--- config.mk ---
export PLATFORM = sky130hd
export DESIGN_NAME = width_12to8
export DESIGN_NICKNAME = d
export VERILOG_FILES = /design/src/rtl/width_12to8.sv
export SDC_FILE = /design/constraint.sdc
export NUM_CORES = 1
export LEC_CHECK = 0
export BUFFER_PORTS_ARGS = -buffer_cell sky130_fd_sc_hd__buf_2
export CAP_MARGIN = 20
export CORE_MARGIN = 2
export CORE_UTILIZATION = 40
export DETAILED_ROUTE_END_ITERATION = 12
export GPL_TIMING_DRIVEN = 1
export SKIP_CTS_REPAIR_TIMING = 1
export SLEW_MARGIN = 40
export SYNTH_ARGS = -nofsm -noshare
export SYNTH_HDL_FRONTEND = slang
export SYNTH_SLANG_ARGS = --single-unit
--- constraint.sdc ---
create_clock -name clk -period 3.7 [get_ports clk]
set_input_delay 0.185 -clock clk [delete_from_list [all_inputs] [get_ports clk]]
set_output_delay 0.185 -clock clk [all_outputs]
set_load 0.02 [all_outputs]
--- src/rtl/width_12to8.sv ---
// Repacks a valid/ready stream of 12-bit words into 8-bit bytes, MSB-first.
// Two words become three bytes; leftover nibbles wait in a left-aligned buffer.
module width_12to8 (
  input  logic        clk,
  input  logic        rst,
  input  logic        valid_in,
  output logic        ready_in,
  input  logic [11:0] data_in,
  output logic        valid_out,
  input  logic        ready_out,
  output logic [7:0]  data_out
);

  logic [23:0] bit_buf;
  logic [2:0]  cnt;
  logic        in_fire;
  logic        out_fire;
  logic [2:0]  rem;
  logic [2:0]  cnt_next;
  logic [23:0] buf_shift;
  logic [23:0] buf_next;

  // Drops a word into the 12 bits directly below the remaining valid nibbles.
  function automatic logic [23:0] insert_word(input logic [23:0] b,
                                              input logic [2:0]  r,
                                              input logic [11:0] w);
    logic [23:0] o;
    o = b;
    case (r)
      3'd0:    o[23:12] = w;
      3'd1:    o[19:8]  = w;
      3'd2:    o[15:4]  = w;
      default: o[11:0]  = w;
    endcase
    return o;
  endfunction

  assign valid_out = (cnt >= 3'd2);
  assign ready_in  = (cnt <= 3'd3);
  assign data_out  = bit_buf[23:16];

  always_comb begin
    in_fire   = valid_in & ready_in;
    out_fire  = valid_out & ready_out;
    rem       = out_fire ? (cnt - 3'd2) : cnt;
    buf_shift = out_fire ? {bit_buf[15:0], 8'h00} : bit_buf;
    buf_next  = in_fire ? insert_word(buf_shift, rem, data_in) : buf_shift;
    cnt_next  = cnt + (in_fire ? 3'd3 : 3'd0) - (out_fire ? 3'd2 : 3'd0);
  end

  // Buffer is cleared on reset too, so data_out reads 0x00 afterwards.
  always_ff @(posedge clk) begin
    if (rst) begin
      cnt     <= 3'd0;
      bit_buf <= 24'h0;
    end else begin
      cnt     <= cnt_next;
      bit_buf <= buf_next;
    end
  end

endmodule

==> Implementation_results.wiki <==
{| class="wikitable"
! Metric !! Value
|-
| Status || finished clean
|-
| Core area || 0.004029 mm²
|-
| First-pass GRT wire length || 6624 µm
|-
| Data arrival, critical path || 2.92 ns
|-
| Fraction of power spent switching nets || 45.09%
|-
| Final Skew || 0.002577 ns
|-
| Worst setup slack for register-to-register paths || 0.94 ns
|-
| Startpoint of the lowest-slack register-to-register path || cnt[1]
|-
| Total CTS buffers || 3
|-
| Count of final setup violators || 0
|-
| Launch point of the worst hold path || data_in[0]
|-
| Hold Path Depth || 3
|-
| Clock period minus final worst setup slack || 2.758 ns
|-
| Share of synthesized area spent on multiplexers || 13.03%
|-
| Share of the synthesized area in compound gates (AO/OA/AOI/OAI) || 21.37%
|-
| HPWL Detailed || 3115 µm
|-
| Buffer type at the clock tree root || clkbuf_8
|-
| Post-synthesis net count || 218
|-
| Layout cells sized above 1 || 20.57%
|-
| IR Drop Worst-Case VDD || 0.3384 mV
|-
| Layout area overhead || 8.860%
|-
| Initial Utilization || 41.71%
|-
| Number of max-capacitance violations reported || 0
|-
| Flip-flop and latch count after synthesis || 27
|-
| Horiz. Die Dim || 68.82 µm
|-
| Category of the worst setup path launch point || flop
|-
| Share of total power in sequential cells || 30.8%
|-
| Clock Pin Slew Worst Setup and Hold Paths || 0.10 ns
|-
| Required time reported for the critical path endpoint || 3.86 ns
|-
| Number of primary I/O pins || 26
|-
| Synth unique cells || 42
|-
| Depth of the worst register-to-register path || 9
|-
| Sinks on the clock net || 27
|-
| Die area || 0.004736 mm²
|-
| Global placer's final weighted congestion || 0.8819
|-
| Number of antenna violations at the first check in global routing || 0
|-
| Post-route non-filler standard cell count || 259
|-
| Portion of total power attributed to the clock network || 11.5%
|-
| Capture endpoint of the worst hold path || bit_buf[0]
|-
| Quantity of I/O buffers inserted on ports || 25
|-
| CP max FO || 11
|-
| Synthesized instance count || 196
|-
| Internal power of the cells || 824.0 µW
|-
| Synth warnings || 0
|-
| Pleak || 0.0007663 µW
|-
| Hold violation count in the final report || 0
|-
| Fraction of the cycle the final worst path needs || 74.55%
|-
| Maximum number of pins on one net before global-route repair || 25
|-
| Post-layout util || 45.40%
|-
| FP Rows || 23
|-
| TritonCTS clock tree || done
|-
| Post-DR wirelength/cell || 16.22 µm
|-
| Clock insertion delay at the later pin of the skew report || 0.27 ns
|-
| Net total in the final layout || 232
|-
| Max-slew violation count || 0
|-
| Post-Place Cells || 255
|-
| Destination of the worst register-to-register timing path || bit_buf[13]
|-
| Number of remaining DRC errors || 0
|-
| Area share of xor/xnor cells in the synthesized design || 1.042%
|-
| Fin Setup TNS || 0 ns
|-
| Sequential area share after synthesis || 32.17%
|-
| Maximum count of clock buffers along a single path || 2
|-
| Post-synthesis share of cell area spent on and, or, nand and nor gates || 19.14%
|-
| Part of the power in combinational logic || 57.6%
|-
| Via count of the first global-routing pass || 1,340
|-
| RSZ-0062 raised after global routing || false
|-
| Grt total ovfl || 0
|-
| Cell area after technology mapping || 0.001680 mm²
|-
| Overall routing resource usage || 18.93%
|-
| Post-synthesis adder-cell area fraction || 4.914%
|-
| Combinational family with the most area after synthesis || compound AO/OA/AOI/OAI gates
|-
| Highest attainable clock frequency || 0.3626 GHz
|-
| Setup crit end kind || flop
|-
| H-tree depth || 1
|-
| Mean post-synth cell area || 8.573 µm²
|-
| Final wirelength || 4200 µm
|-
| TritonRoute pass-1 iters || 6
|-
| Vias post-DR || 1,475
|-
| CP Class || reg -> reg
|-
| Power density of the placed cells || 820.4 mW/mm²
|-
| Slew Limit Headroom || 46.27%
|-
| Post-route ant nets || 0
|-
| Switching power || 676.6 µW
|-
| DIE HEIGHT || 68.82 µm
|-
| Transition time of the tightest slew-check pin || 0.7947 ns
|-
| Via/cell ratio || 5.695
|-
| Antenna Cells || 0
|-
| Type of the most critical hold path || in -> reg
|-
| Violation count after the first detailed-route iteration || 77
|}
-- cells in the mapped netlist --
cell | instances | area [µm²]
and4_1 | 1 | 8.760
clkbuf_1 | 6 | 22.52
a211o_1 | 1 | 8.760
nand4_1 | 6 | 37.54
a22o_1 | 6 | 52.55
and3b_1 | 1 | 8.760
a211oi_1 | 8 | 60.06
o211ai_1 | 7 | 52.55
a31oi_1 | 2 | 12.51
inv_1 | 8 | 30.03
a2111o_1 | 1 | 11.26
nor2b_1 | 2 | 12.51
a221oi_1 | 1 | 8.760
or3_1 | 2 | 12.51
nor3_1 | 3 | 15.01
a222oi_1 | 2 | 20.02
and2_1 | 1 | 6.260
o21ai_0 | 5 | 25.02
fa_1 | 1 | 20.02
buf_4 | 9 | 67.56
ha_1 | 5 | 62.56
a22oi_1 | 4 | 30.03
nand3_1 | 6 | 30.03
nand2b_1 | 1 | 6.260
nand2_1 | 13 | 48.80
o31a_1 | 1 | 8.760
or3_4 | 1 | 11.26
nor4_1 | 1 | 6.260
o2bb2ai_1 | 1 | 8.760
or2b_1 | 1 | 7.510
dfxtp_1 | 27 | 540.5
nor4b_1 | 1 | 8.760
mux2_2 | 7 | 78.83
a21oi_1 | 8 | 40.04
a211oi_2 | 1 | 12.51
or2_4 | 1 | 8.760
mux2i_1 | 14 | 140.1
nor4bb_1 | 1 | 10.01
nor2_1 | 22 | 82.58
o31ai_1 | 1 | 7.510
buf_2 | 4 | 20.02
xnor2_1 | 2 | 17.52
-- metrics by stage --
stage / power (µW) / worst slack (ns) / hold WS [ns] / area (µm²)
after global routing: 1631 / 0.6915 / 0.1876 / 1829
after global placement: 1330 / 1.051 / 0.4613 / 1783
after detailed placement: 1332 / 1.005 / 0.4700 / 1783
after CTS: 1507 / 0.9658 / 0.1798 / 1829
final: 1501 / 0.9418 / 0.1840 / 1829
after floorplan: 1183 / 0.8754 / 0.3210 / 1680
-- worst max-delay path by stage --
stage / startpoint / to / slack, ns
after global placement: cnt[1] / bit_buf[13] / 1.05
after detailed placement: cnt[1] / bit_buf[13] / 1.00
after CTS: cnt[1] / bit_buf[13] / 0.97
final: cnt[1] / bit_buf[13] / 0.94
after global routing: cnt[1] / bit_buf[3] / 0.69
after floorplan: cnt[1] / bit_buf[20] / 0.88
-- cells in the final DEF, fill, tap and decap left out, drive strengths merged, types with 2 or more instances in the layout --
cell,count
nor2,22
nand2,13
inv,8
ha,5
o21ai,5
dfxtp,27
or3,3
clkbuf,3
nor2b,2
mux2,7
a211oi,9
o211ai,7
nor3,3
a222oi,2
a31oi,2
mux2i,14
a22oi,4
a22o,6
buf,28
xnor2,2
nand3,6
nand4,6
a21oi,8
-- final cells by class --
class	count	area, µm²
fill	402	2200
clock buffer	3	41.29
inverter	8	30.03
clock inverter	1	5.005
sequential	27	540.5
timing repair buffer	28	147.6
tap	50	62.56
multi-input combinational	142	1002
-- worst max-delay path: stages, from the launching register on --
cell and delay, ns:
dfxtp_1 0.46, inv_1 0.09, ha_1 0.26, nor2b_1 0.24
nor2_2 0.07, ha_1 0.49, nor2_1 0.20, or3_4 0.40
a222oi_1 0.36, nor2_1 0.07
-- sequential cells by signal, summed over array words and instances, names as in the netlist --
register  flops
cnt           3
bit_buf      24
-- cell families after synthesis --
logic type / count (synthesis)
adder cells (fa/ha/maj): 6
multiplexers: 21
AO/OA/AOI/OAI: 49
XOR/XNOR: 2
AND/OR/NAND/NOR: 64
flip-flops: 27
buffers and inverters: 27
-- power groups by stage --
stage | Combinational (µW) | Sequential (µW) | Clock (µW)
detailed placement | 863 | 470 | 0
finish | 865 | 462 | 173
global placement | 862 | 468 | 0
global route | 967 | 480 | 184
floorplan | 743 | 440 | 0
CTS | 868 | 463 | 176
-- per-layer routing --
layer  vias up  part of all wire (%)  global-route usage [%]
met5         -                     0                       0
met4         0                   1.6                   5.637
met3         8                   8.0                   2.435
met2        57                    44                   30.53
met1       669                    47                   26.28
li1        741                     -                       -
Note: power is estimated with default switching activity, not from simulation.
